===== src/rtl/uart_rx_fifo.sv =====
// uart_rx_fifo: FWFT receive byte FIFO with sticky overflow; define UART_RX_FIFO_LINE_COUNT_EN to track buffered newlines
module uart_rx_fifo #(
  parameter int depth = 16,
  localparam int AW = $clog2(depth)
) (
  input  logic        clk,
  input  logic        rst_n,
  input  logic [7:0]  in_data,
  input  logic        in_valid,
  output logic [7:0]  out_data,
  output logic        out_valid,
  input  logic        out_ready,
  output logic [AW:0] count,
  output logic        full,
  output logic        overflow,
  input  logic        clear_ovf,
  output logic [AW:0] line_count,
  output logic        line_avail
);
  logic [7:0]    mem [depth];
  logic [AW-1:0] wr_ptr, rd_ptr;
  logic          push, pop;
  assign full      = count == (AW+1)'(depth);
  assign out_valid = count != '0;
  assign out_data  = out_valid ? mem[rd_ptr] : 8'h00;
  assign push      = in_valid && !full;
  assign pop       = out_valid && out_ready;
  assign line_avail = line_count != '0;
  always_ff @(posedge clk)
    if (push) mem[wr_ptr] <= in_data;
  always_ff @(posedge clk or negedge rst_n)
    if (!rst_n) begin
      wr_ptr   <= '0;
      rd_ptr   <= '0;
      count    <= '0;
      overflow <= 1'b0;
    end else begin
      wr_ptr   <= push ? wr_ptr + 1'b1 : wr_ptr;
      rd_ptr   <= pop ? rd_ptr + 1'b1 : rd_ptr;
      count    <= (push && !pop) ? count + 1'b1 : (pop && !push) ? count - 1'b1 : count;
      overflow <= (in_valid && full) ? 1'b1 : clear_ovf ? 1'b0 : overflow;
    end
`ifdef UART_RX_FIFO_LINE_COUNT_EN
  logic lc_inc, lc_dec;
  assign lc_inc = push && in_data == 8'h0A;
  assign lc_dec = pop && out_data == 8'h0A;
  always_ff @(posedge clk or negedge rst_n)
    if (!rst_n) line_count <= '0;
    else line_count <= (lc_inc && !lc_dec) ? line_count + 1'b1 : (lc_dec && !lc_inc) ? line_count - 1'b1 : line_count;
`else
  assign line_count = '0;
`endif
endmodule


===== config.mk =====
export PLATFORM = sky130hd
export DESIGN_NAME = uart_rx_fifo
export DESIGN_NICKNAME = d
export VERILOG_FILES = /design/src/rtl/uart_rx_fifo.sv
export SDC_FILE = /design/constraint.sdc
export NUM_CORES = 1
export LEC_CHECK = 0
export ABC_CLOCK_PERIOD_IN_PS = 3600
export CAP_MARGIN = 20
export CORE_MARGIN = 2
export CORE_UTILIZATION = 45
export DETAILED_ROUTE_END_ITERATION = 6
export PLACE_DENSITY = 0.64
export SKIP_LAST_GASP = 1
export SLEW_MARGIN = 20
export SYNTH_ARGS = -nofsm -noshare
export SYNTH_HDL_FRONTEND = slang
export SYNTH_SLANG_ARGS = --single-unit
export TNS_END_PERCENT = 50

===== constraint.sdc =====
create_clock -name clk -period 3.6 [get_ports clk]
set_input_delay 0.54 -clock clk [delete_from_list [all_inputs] [get_ports clk]]
set_output_delay 0.54 -clock clk [all_outputs]
set_load 0.01 [all_outputs]

==> results of run 1 <==
[placed cells by master, fill, tap and decap left out, types with 8 or more instances in the layout]
| cell type | Yosys | final |
|---|---|---|
| mux4_1 | 8 | 8 |
| o21ai_0 | 9 | 9 |
| clkdlybuf4s50_1 | 0 | 28 |
| buf_4 | 10 | 20 |
| mux2_2 | 9 | 9 |
| mux2i_1 | 8 | 8 |
| a21oi_1 | 9 | 9 |
| ha_1 | 9 | 9 |
| nor2_1 | 12 | 12 |
| edfxtp_1 | 128 | 128 |
| dfrtp_1 | 14 | 14 |
| mux4_2 | 24 | 24 |
| nand2_1 | 10 | 10 |
| clkbuf_16 | 0 | 17 |
[worst max-delay path, stage by stage (launching register included)]
cell and delay (ns):
dfrtp_1 0.34, buf_4 0.32, mux4_1 0.61, mux2_2 0.29, o21ai_0 0.26, a21oi_1 0.07, clkdlybuf4s50_1 0.51
[where the power goes]
part | switching, W | internal (W)
Clock | 0.000624 | 0.00121
Sequential | 0.000162 | 0.00203
Combinational | 0.000900 | 0.000952
[cell type report]
type / count / area (sq um) / share of cell area [%]
tap: 172 / 215 / 3.06
inverter: 7 / 26.3 / 0.373
sequential: 142 / 4190 / 59.6
clock buffer: 17 / 425 / 6.05
timing repair buffer: 49 / 450 / 6.40
multi-input combinational: 143 / 1520 / 21.7
clock inverter: 15 / 200 / 2.85
[final timing paths]
check / slack (ns) / start / end / cells after the start
hold reg to reg: 0.51 / overflow / overflow / 1
max in group asynchronous: 2.65 / rst_n / count[4] / 1
setup reg to reg: 0.39 / count[1] / count[4] / 10
min in group asynchronous: 0.53 / rst_n / overflow / 1
hold / removal: 0.51 / overflow / overflow / 1
setup / recovery: 0.23 / rd_ptr[1] / out_data[3] / 6
[metal layers]
layer / share of wire [%] / routed length, microns
met4: 1.2 / 132
met3: 6.0 / 665
met1: 44 / 4910
met2: 49 / 5450
met5: 0 / 0
[registers in the layout, summed over array words and instances (netlist names)]
signal    flops
mem         128
count         5
rd_ptr        4
wr_ptr        4
overflow      1
[logic make-up after synthesis]
family	count (synthesis)
compound gates	29
xor+xnor	9
fa+ha+maj	10
buf+inv	29
flops	142
mux	49
other cells	1
simple gates	40
[stage by stage]
stage / util, % / total power [W] / std cells / hold slack (ns)
after global placement: 50.4 / 0.00406 / 513 / 0.507
after detailed placement: 50.4 / 0.00409 / 513 / 0.497
after CTS: 55.3 / 0.00593 / 545 / 0.512
after global routing: 55.3 / 0.00616 / 545 / 0.536
after floorplan: - / 0.00347 / 314 / 0.244
final: 55.3 / 0.00587 / 545 / 0.507
==> metrics.md, run 1 <==
| Metric | Value |
|---|---|
| Post-synthesis adder-cell area fraction | `2.24%` |
| Peak Freq | `297 MHz` |
| Yosys cell types | `41` |
| Outcome | `finished clean` |
| Number of routed nets with antenna violations | `0` |
| Total negative slack | `0 ns` |
| Max cap viols | `0` |
| Mux contribution to synthesized area | `15.8%` |
| Slew @ Worst Pin | `0.652 ns` |
| Fin worst setup slack | `0.234 ns` |
| Clock skew | `0.00448 ns` |
| # hold bufs at CTS | `0` |
| I/O pin count | `35` |
| Fill cell count | `999` |
| CTS resizes | `0` |
| Post-DP HPWL | `7.28 mm` |
| CTS buffer count | `17` |
| Largest family of logic cells by synthesized area | `multiplexers` |
| Placed Area | `6410 sq um` |
| PD cells | `835 nW/um^2` |
| Mapped Avg Cell Area | `19.1 sq um` |
| Largest cells by area after synthesis | `edfxtp_1, mux4_2, dfrtp_1` |
| Antenna violations before repair | `0` |
| Root buffer cell | `clkbuf_16` |
| CTS tree | `done` |
| Post-Layout Inst Area | `7040 sq um` |
| Relative slew slack | `56.4%` |
| Met3 GRT Util | `5.36%` |
| Die ar. | `14100 sq um` |
| Clock sinks | `142` |
| Compound-Gate Fraction of Synth Area | `2.90%` |
| Cell Area, Synth | `5910 sq um` |
| Avg WL per Cell | `20.5 microns` |
| Total wire length | `11.2 mm` |
| Setup bufs post-CTS | `0` |
| DP Worst Slack | `0.426 ns` |
| Via density | `5.43` |
| Vias | `2961` |
| EDFF count, synth | `128` |
| RSZ-0062 raised after global routing | `false` |
| H-tree levels | `4` |
| Met2 Usage GRT | `27.6%` |
| Final setup fails | `0` |
| Post-synthesis sequential area ratio | `70.9%` |
| Critical path endpoint category | `primary output` |
| Critical Path RT | `3.06 ns` |
| Initial Utilization | `46.5%` |
| Total gr overflow | `0` |
| Clk pin slew, worst setup/hold paths | `0.06 ns` |
| Hold Path Class | `reg2reg` |
| Share of layout cells above drive strength 1 | `22.0%` |
| Die height | `119 microns` |
| Syn-to-layout area delta | `19.0%` |
| Final net count | `383` |
| Synth Flop Type | `edfxtp_1` |
| Synth Instances | `309` |
| RePlAce Congestion | `0.767` |
| DIE WIDTH | `119 microns` |
| Xor/xnor cell area share of the yosys netlist | `1.33%` |
| VDD IR max | `0.470 mV` |
| Synthesis-stage register bit count | `142` |
| Fin. Hold Viols | `0` |
| Most frequent cell after synthesis | `edfxtp_1` |
| Yosys top cell by area | `edfxtp_1` |
| DRC | `0` |
| First-pass GRT wire length | `17.7 mm` |
| TritonRoute pass-1 iters | `4` |
| Worst Path Arrival | `2.83 ns` |
| Pleak | `2.44 nW` |
| Final Slew Violations | `0` |
| Crit path kind | `reg2out` |
| Tmin final | `3.37 ns` |
| Core area | `12700 sq um` |
| Async S/R FF share, synth | `9.86%` |
| Most Used Layer, Global Route | `met2` |
| GRT Total Usage | `17.2%` |
| Synth Area in Simple Gates | `3.15%` |
| Post-synth top area share | `65.0%` |
| Clock latency on the worst-skew pair | `0.41 ns` |
| Number of global-route vias before repair | `3082` |
| GR Util met1 | `22.6%` |
| Longest Clk Path Bufs | `2` |
| Number of port buffers | `28` |
| Initial DRC count | `261` |
| Worst Setup Start Kind | `register` |
| Row cnt | `41` |
| Pin count of the biggest net entering global routing | `28` |
| Final period util | `93.5%` |
| Synth warn | `0` |
| Commonest cells in the netlist | `edfxtp_1, mux4_2, dfrtp_1` |
| CP max FO | `18` |
| Diodes inserted | `0` |
Note: power is estimated with default switching activity, not from simulation.
==> run 2, diff against run 1 <==
--- a/config.mk
+++ b/config.mk
@@ -13,2 +13,3 @@
 export PLACE_DENSITY = 0.64
+export RECOVER_POWER = 100
 export SKIP_LAST_GASP = 1
--- a/constraint.sdc
+++ b/constraint.sdc
@@ -3,2 +3,2 @@
 set_output_delay 0.54 -clock clk [all_outputs]
-set_load 0.01 [all_outputs]
+set_load 0.1 [all_outputs]
==> run 2 against run 1 <==
Compared with the run above: clock skew rose by 0.00098 ns; final cell count down 0.37%; worst setup slack gained 0.031 ns; worst hold slack better by 0.0047 ns; via count shrank 0.47%; die area is the same; cell area down 1.4%; non-clock buffer count shrank 2; global-route usage is 0.064 points lower; highest routed layer unchanged.
==> metrics.md, run 2 (same netlist as run 1, synthesis figures left out) <==
| Metric | Value |
|---|---|
| Outcome | `finished clean` |
| Number of global-route vias before repair | `3073 (-0.29%)` |
| Clock skew | `0.00546 ns (+0.000980 ns)` |
| Register area | `4190 sq um (unchanged)` |
| DRC | `0 (unchanged)` |
| CP max FO | `30 (+12)` |
| RePlAce Congestion | `0.775 (+1.0%)` |
| Total gr overflow | `0 (unchanged)` |
| Longest Clk Path Bufs | `2 (unchanged)` |
| Initial Utilization | `46.5% (unchanged)` |
| Diodes inserted | `0 (unchanged)` |
| Pin count of the biggest net entering global routing | `31 (+11%)` |
| Total wire length | `10.9 mm (-2.3%)` |
| GRT Total Usage | `17.2% (-0.064 points)` |
| Crit path max-delay family | `multiplexers` |
| Root buffer cell | `clkbuf_16` |
| Relative slew slack | `18.7% (-38 points)` |
| CP max stage cell | `mux4_1` |
| Max reg flops | `128 (unchanged)` |
| Worst Setup Start Kind | `register` |
| Hold Path Class | `reg2reg` |
| Setup bufs post-CTS | `0 (unchanged)` |
| Fill cell count | `1052 (+5.3%)` |
| Slew @ Worst Pin | `1.23 ns (+0.573 ns)` |
| Worst Path Arrival | `2.80 ns (-0.03 ns)` |
| Antenna violations before repair | `0 (unchanged)` |
| Cells along the critical path | `buf_12, mux4_1, mux2_2, o21ai_1, a21oi_1, clkbuf_2` |
| Initial DRC count | `227 (-13%)` |
| Share of layout cells above drive strength 1 | `20.2% (-1.8 points)` |
| Number of routed nets with antenna violations | `0 (unchanged)` |
| RSZ-0062 raised after global routing | `false` |
| Final Core Density | `54.5% (-0.79 points)` |
| Clock latency on the worst-skew pair | `0.42 ns (about the same)` |
| Clk pin slew, worst setup/hold paths | `0.06 ns (about the same)` |
| Post-DP HPWL | `7.21 mm (-1.0%)` |
| Fin. Hold Viols | `0 (unchanged)` |
| Die ar. | `14100 sq um (unchanged)` |
| H-tree levels | `4 (unchanged)` |
| Final Slew Violations | `0 (unchanged)` |
| CP peak stage delay | `0.61 ns (about the same)` |
| Area of the multi-input gates | `1540 sq um (+0.74%)` |
| Final period util | `92.6% (-0.86 points)` |
| Critical Path RT | `3.06 ns (about the same)` |
| DIE WIDTH | `119 microns (unchanged)` |
| Max cap viols | `0 (unchanged)` |
| Via density | `5.43 (-0.11%)` |
| I/O pin count | `35 (unchanged)` |
| Commonest cells after routing, fill and taps aside | `edfxtp_1, mux4_2, clkbuf_1` |
| Row cnt | `41 (unchanged)` |
| Clock sinks | `142 (unchanged)` |
| Biggest register | `mem` |
| Vias | `2947 (-0.47%)` |
| Avg WL per Cell | `20.1 microns (-2.0%)` |
| Final setup fails | `0 (unchanged)` |
| Top Registers | `mem: 128 flops, count: 5 flops` |
| Critical path endpoint category | `primary output` |
| Syn-to-layout area delta | `17.3%` |
| Number of port buffers | `28 (unchanged)` |
| TritonRoute pass-1 iters | `6 (+2)` |
| Final net count | `381 (-0.52%)` |
| First-pass GRT wire length | `17.7 mm (-0.11%)` |
| # hold bufs at CTS | `0 (unchanged)` |
| Tmin final | `3.34 ns (-0.0309 ns)` |
| CTS tree | `done` |
| Core area | `12700 sq um (unchanged)` |
| Most common cell after layout, fill and taps aside | `edfxtp_1` |
| Peak Freq | `300 MHz (+0.93%)` |
| Die height | `119 microns (unchanged)` |
| CTS resizes | `0 (unchanged)` |
| Crit path kind | `reg2out` |
| CTS buffer count | `17 (unchanged)` |
| R2R Setup Slk | `0.56 ns (+0.17 ns)` |
| Number of buffers and inverters on the critical path | `2 (unchanged)` |
## run 2: final cells by class
cell class	count	share of cell area, %
clock buffer	18	6.19
clock inverter	14	2.51
inverter	7	0.379
multi-input combinational	143	22.1
sequential	142	60.5
tap	172	3.10
timing repair buffer	47	5.21
## run 2: worst paths after layout
kind	startpoint	endpoint	cells past startpoint
max reg2reg	count[1]	count[4]	10
max in group asynchronous	rst_n	rd_ptr[1]	1
max	rd_ptr[1]	out_data[4]	6
min	overflow	overflow	1
min reg2reg	overflow	overflow	1
min in group asynchronous	rst_n	count[3]	1
## run 2: through the flow
stage	hold slack, ns	TNS [ns]	instance area [sq um]	cells	setup slack (ns)
after floorplan	0.244	-0.719	5950	314	-0.180
after global placement	0.508	0	6480	511	0.591
after detailed placement	0.496	0	6480	511	0.468
after CTS	0.517	0	7090	543	0.319
after global routing	0.530	0	6940	543	0.118
final	0.512	0	6940	543	0.265
## run 2: per-layer routing
| metal | track usage (%) | up-vias | wire length (microns) |
|---|---|---|---|
| li1 | - | 1319 | - |
| met1 | 23.1 | 1516 | 4900 |
| met2 | 26.0 | 86 | 5230 |
| met3 | 5.12 | 26 | 567 |
| met4 | 7.37 | 0 | 213 |
| met5 | 0 | - | 0 |
Power of run 2 is not shown: default switching activity piles up to over one toggle a cycle in this logic, so the estimate is an artifact.
==> run 3, diff against run 2 <==
- CORE_ASPECT_RATIO: not set -> 1.4
==> run 3 against run 2 <==
Compared with the run above: core utilization down 0.61 points; flip-flop and latch count stayed put; worst setup slack lost 0.025 ns; routed wire length is 2.0% lower; critical path depth is the same; first-iteration DRC count down 44%; clock skew grew 0.0033 ns.
==> metrics.md, run 3 (same netlist as run 1, synthesis figures left out) <==
| Metric | Value |
|---|---|
| Top Registers | `mem: 128 flops, count: 5 flops` |
| Final net count | `383 (+0.52%)` |
| Crit path kind | `reg2out` |
| Most Used Layer, Global Route | `met2` |
| Post-Layout Inst Area | `6910 sq um (-0.41%)` |
| Most common cell after layout, fill and taps aside | `edfxtp_1` |
| Fill cell count | `1020 (-3.0%)` |
| Clock sinks | `142 (unchanged)` |
| Clock latency on the worst-skew pair | `0.41 ns (about the same)` |
| Root buffer cell | `clkbuf_16` |
| Via density | `5.47 (+0.78%)` |
| CP max FO | `12 (-60%)` |
| Slew @ Worst Pin | `1.24 ns (+0.0119 ns)` |
| Area of the multi-input gates | `1540 sq um (unchanged)` |
| Diodes inserted | `0 (unchanged)` |
| Number of buffers and inverters on the critical path | `2 (unchanged)` |
| Final setup fails | `0 (unchanged)` |
| CP max stage cell | `dfrtp_1` |
| Peak Freq | `298 MHz (-0.76%)` |
| Syn-to-layout area delta | `16.8%` |
| Setup bufs post-CTS | `0 (unchanged)` |
| Avg WL per Cell | `20.3 microns (+1.2%)` |
| DRC | `0 (unchanged)` |
| Longest Clk Path Bufs | `2 (unchanged)` |
| Worst Path Arrival | `2.82 ns (+0.02 ns)` |
| Tmin final | `3.36 ns (+0.0254 ns)` |
| Crit path from | `rd_ptr[3]` |
| Relative slew slack | `17.9% (-0.79 points)` |
| Final Slew Violations | `0 (unchanged)` |
| # hold bufs at CTS | `0 (unchanged)` |
| Worst Setup Start Kind | `register` |
| Initial Utilization | `46.1% (-0.33 points)` |
| Critical Path RT | `3.06 ns (about the same)` |
| Outcome | `finished clean` |
| Max cap viols | `0 (unchanged)` |
| Core area | `12800 sq um (+0.72%)` |
| TritonRoute pass-1 iters | `4 (-2)` |
| Max reg flops | `128 (unchanged)` |
| Final period util | `93.4% (+0.71 points)` |
| Initial DRC count | `128 (-44%)` |
| Critical path endpoint category | `primary output` |
| I/O pin count | `35 (unchanged)` |
| Placed Area | `6460 sq um (-0.33%)` |
| CTS resizes | `0 (unchanged)` |
| Vias | `2877 (-2.4%)` |
| RePlAce Congestion | `0.804 (+3.8%)` |
| CP peak stage delay | `0.68 ns (+0.07 ns)` |
| Total wire length | `10.7 mm (-2.0%)` |
| Cells along the critical path | `clkbuf_2, mux4_1, mux2_2, o21ai_1, a21oi_1, buf_2` |
| Fin. Hold Viols | `0 (unchanged)` |
| Share of layout cells above drive strength 1 | `20.9% (+0.70 points)` |
| Crit path max-delay family | `buffers and inverters` |
| Min-delay src | `overflow` |
| Number of routed nets with antenna violations | `0 (unchanged)` |
| Met3 GRT Util | `4.62% (-0.50 points)` |
| Biggest register | `mem` |
| R2R Path Start | `count[1]` |
| Register area | `4190 sq um (unchanged)` |
| Clk pin slew, worst setup/hold paths | `0.06 ns (about the same)` |
| Commonest cells after routing, fill and taps aside | `edfxtp_1, mux4_2, clkbuf_1` |
| H-tree levels | `4 (unchanged)` |
| Hold Path Class | `reg2reg` |
| Post-DP HPWL | `7.23 mm (+0.20%)` |
| Die height | `140 microns (+18%)` |
| DIE WIDTH | `101 microns (-15%)` |
| Row cnt | `49 (+20%)` |
| Die ar. | `14100 sq um (about the same)` |
| Number of global-route vias before repair | `3089 (+0.52%)` |
| Pin count of the biggest net entering global routing | `26 (-16%)` |
| CTS buffer count | `17 (unchanged)` |
| Total gr overflow | `0 (unchanged)` |
| Clock skew | `0.00879 ns (+0.00332 ns)` |
| RSZ-0062 raised after global routing | `false` |
| First-pass GRT wire length | `16.9 mm (-4.4%)` |
| Antenna violations before repair | `0 (unchanged)` |
| Number of port buffers | `28 (unchanged)` |
| GRT Total Usage | `16.8% (-0.41 points)` |
| Met2 Usage GRT | `28.5% (+2.4 points)` |
| GR Util met1 | `20.3% (-2.8 points)` |
| CTS tree | `done` |
run 3: changes by cell type in the layout (fill, tap and decap cells not counted):
cell	delta
buf_4	+1
clkinvlp_4	-2
o21ai_0	-1
buf_2	+2
clkbuf_1	+2
buf_12	-1
o21ai_1	+1
clkinv_1	-3
clkinv_4	+1
clkinv_2	+3
clkbuf_4	-1
run 3: worst reg2reg max path, cell delays in order, from the launching register on:
cell and delay (ns):
dfrtp_1 0.42, nor4_1 0.45, or2b_1 0.42, nand2_1 0.20
ha_1 0.29, inv_1 0.13, ha_1 0.33, nor2b_1 0.16
o21a_1 0.20, o2111ai_1 0.20, o311ai_0 0.14
run 3: final cells by class:
type                    instances  share of cell area [%]
clock inverters                13                    2.48
repair buffers                 49                    5.14
clock buffers                  19                    6.27
well taps                     153                    2.77
multi-input cells             143                    22.2
inverters                       7                   0.380
flip-flops and latches        142                    60.7
run 3: final timing paths:
check | to | slack, ns | cells after the start
setup / recovery | out_data[5] | 0.24 | 6
hold / removal | overflow | 0.51 | 1
setup reg to reg | count[4] | 0.50 | 10
hold reg to reg | overflow | 0.51 | 1
max in group asynchronous | wr_ptr[2] | 2.53 | 1
min in group asynchronous | count[3] | 0.62 | 1
run 3: routing by layer:
metal	part of all wire, %	up-vias	wire length (microns)
met5	0	-	0
met3	3.5	14	374
met4	1.4	0	150
li1	-	1322	-
met1	41	1470	4400
met2	54	71	5770
run 3: metrics by stage:
stage          util [%]  cells  setup TNS (ns)  hold slack, ns  worst slack, ns
3_3_place_gp       50.4    494               0           0.489            0.561
4_1_cts            55.2    526               0           0.520            0.409
3_5_place_dp       50.4    494               0           0.506            0.412
2_1_floorplan         -    314          -0.719           0.244           -0.180
5_1_grt            53.9    526               0           0.522            0.121
6_report           53.9    526               0           0.509            0.239
Power of run 3 is left out for the same reason.
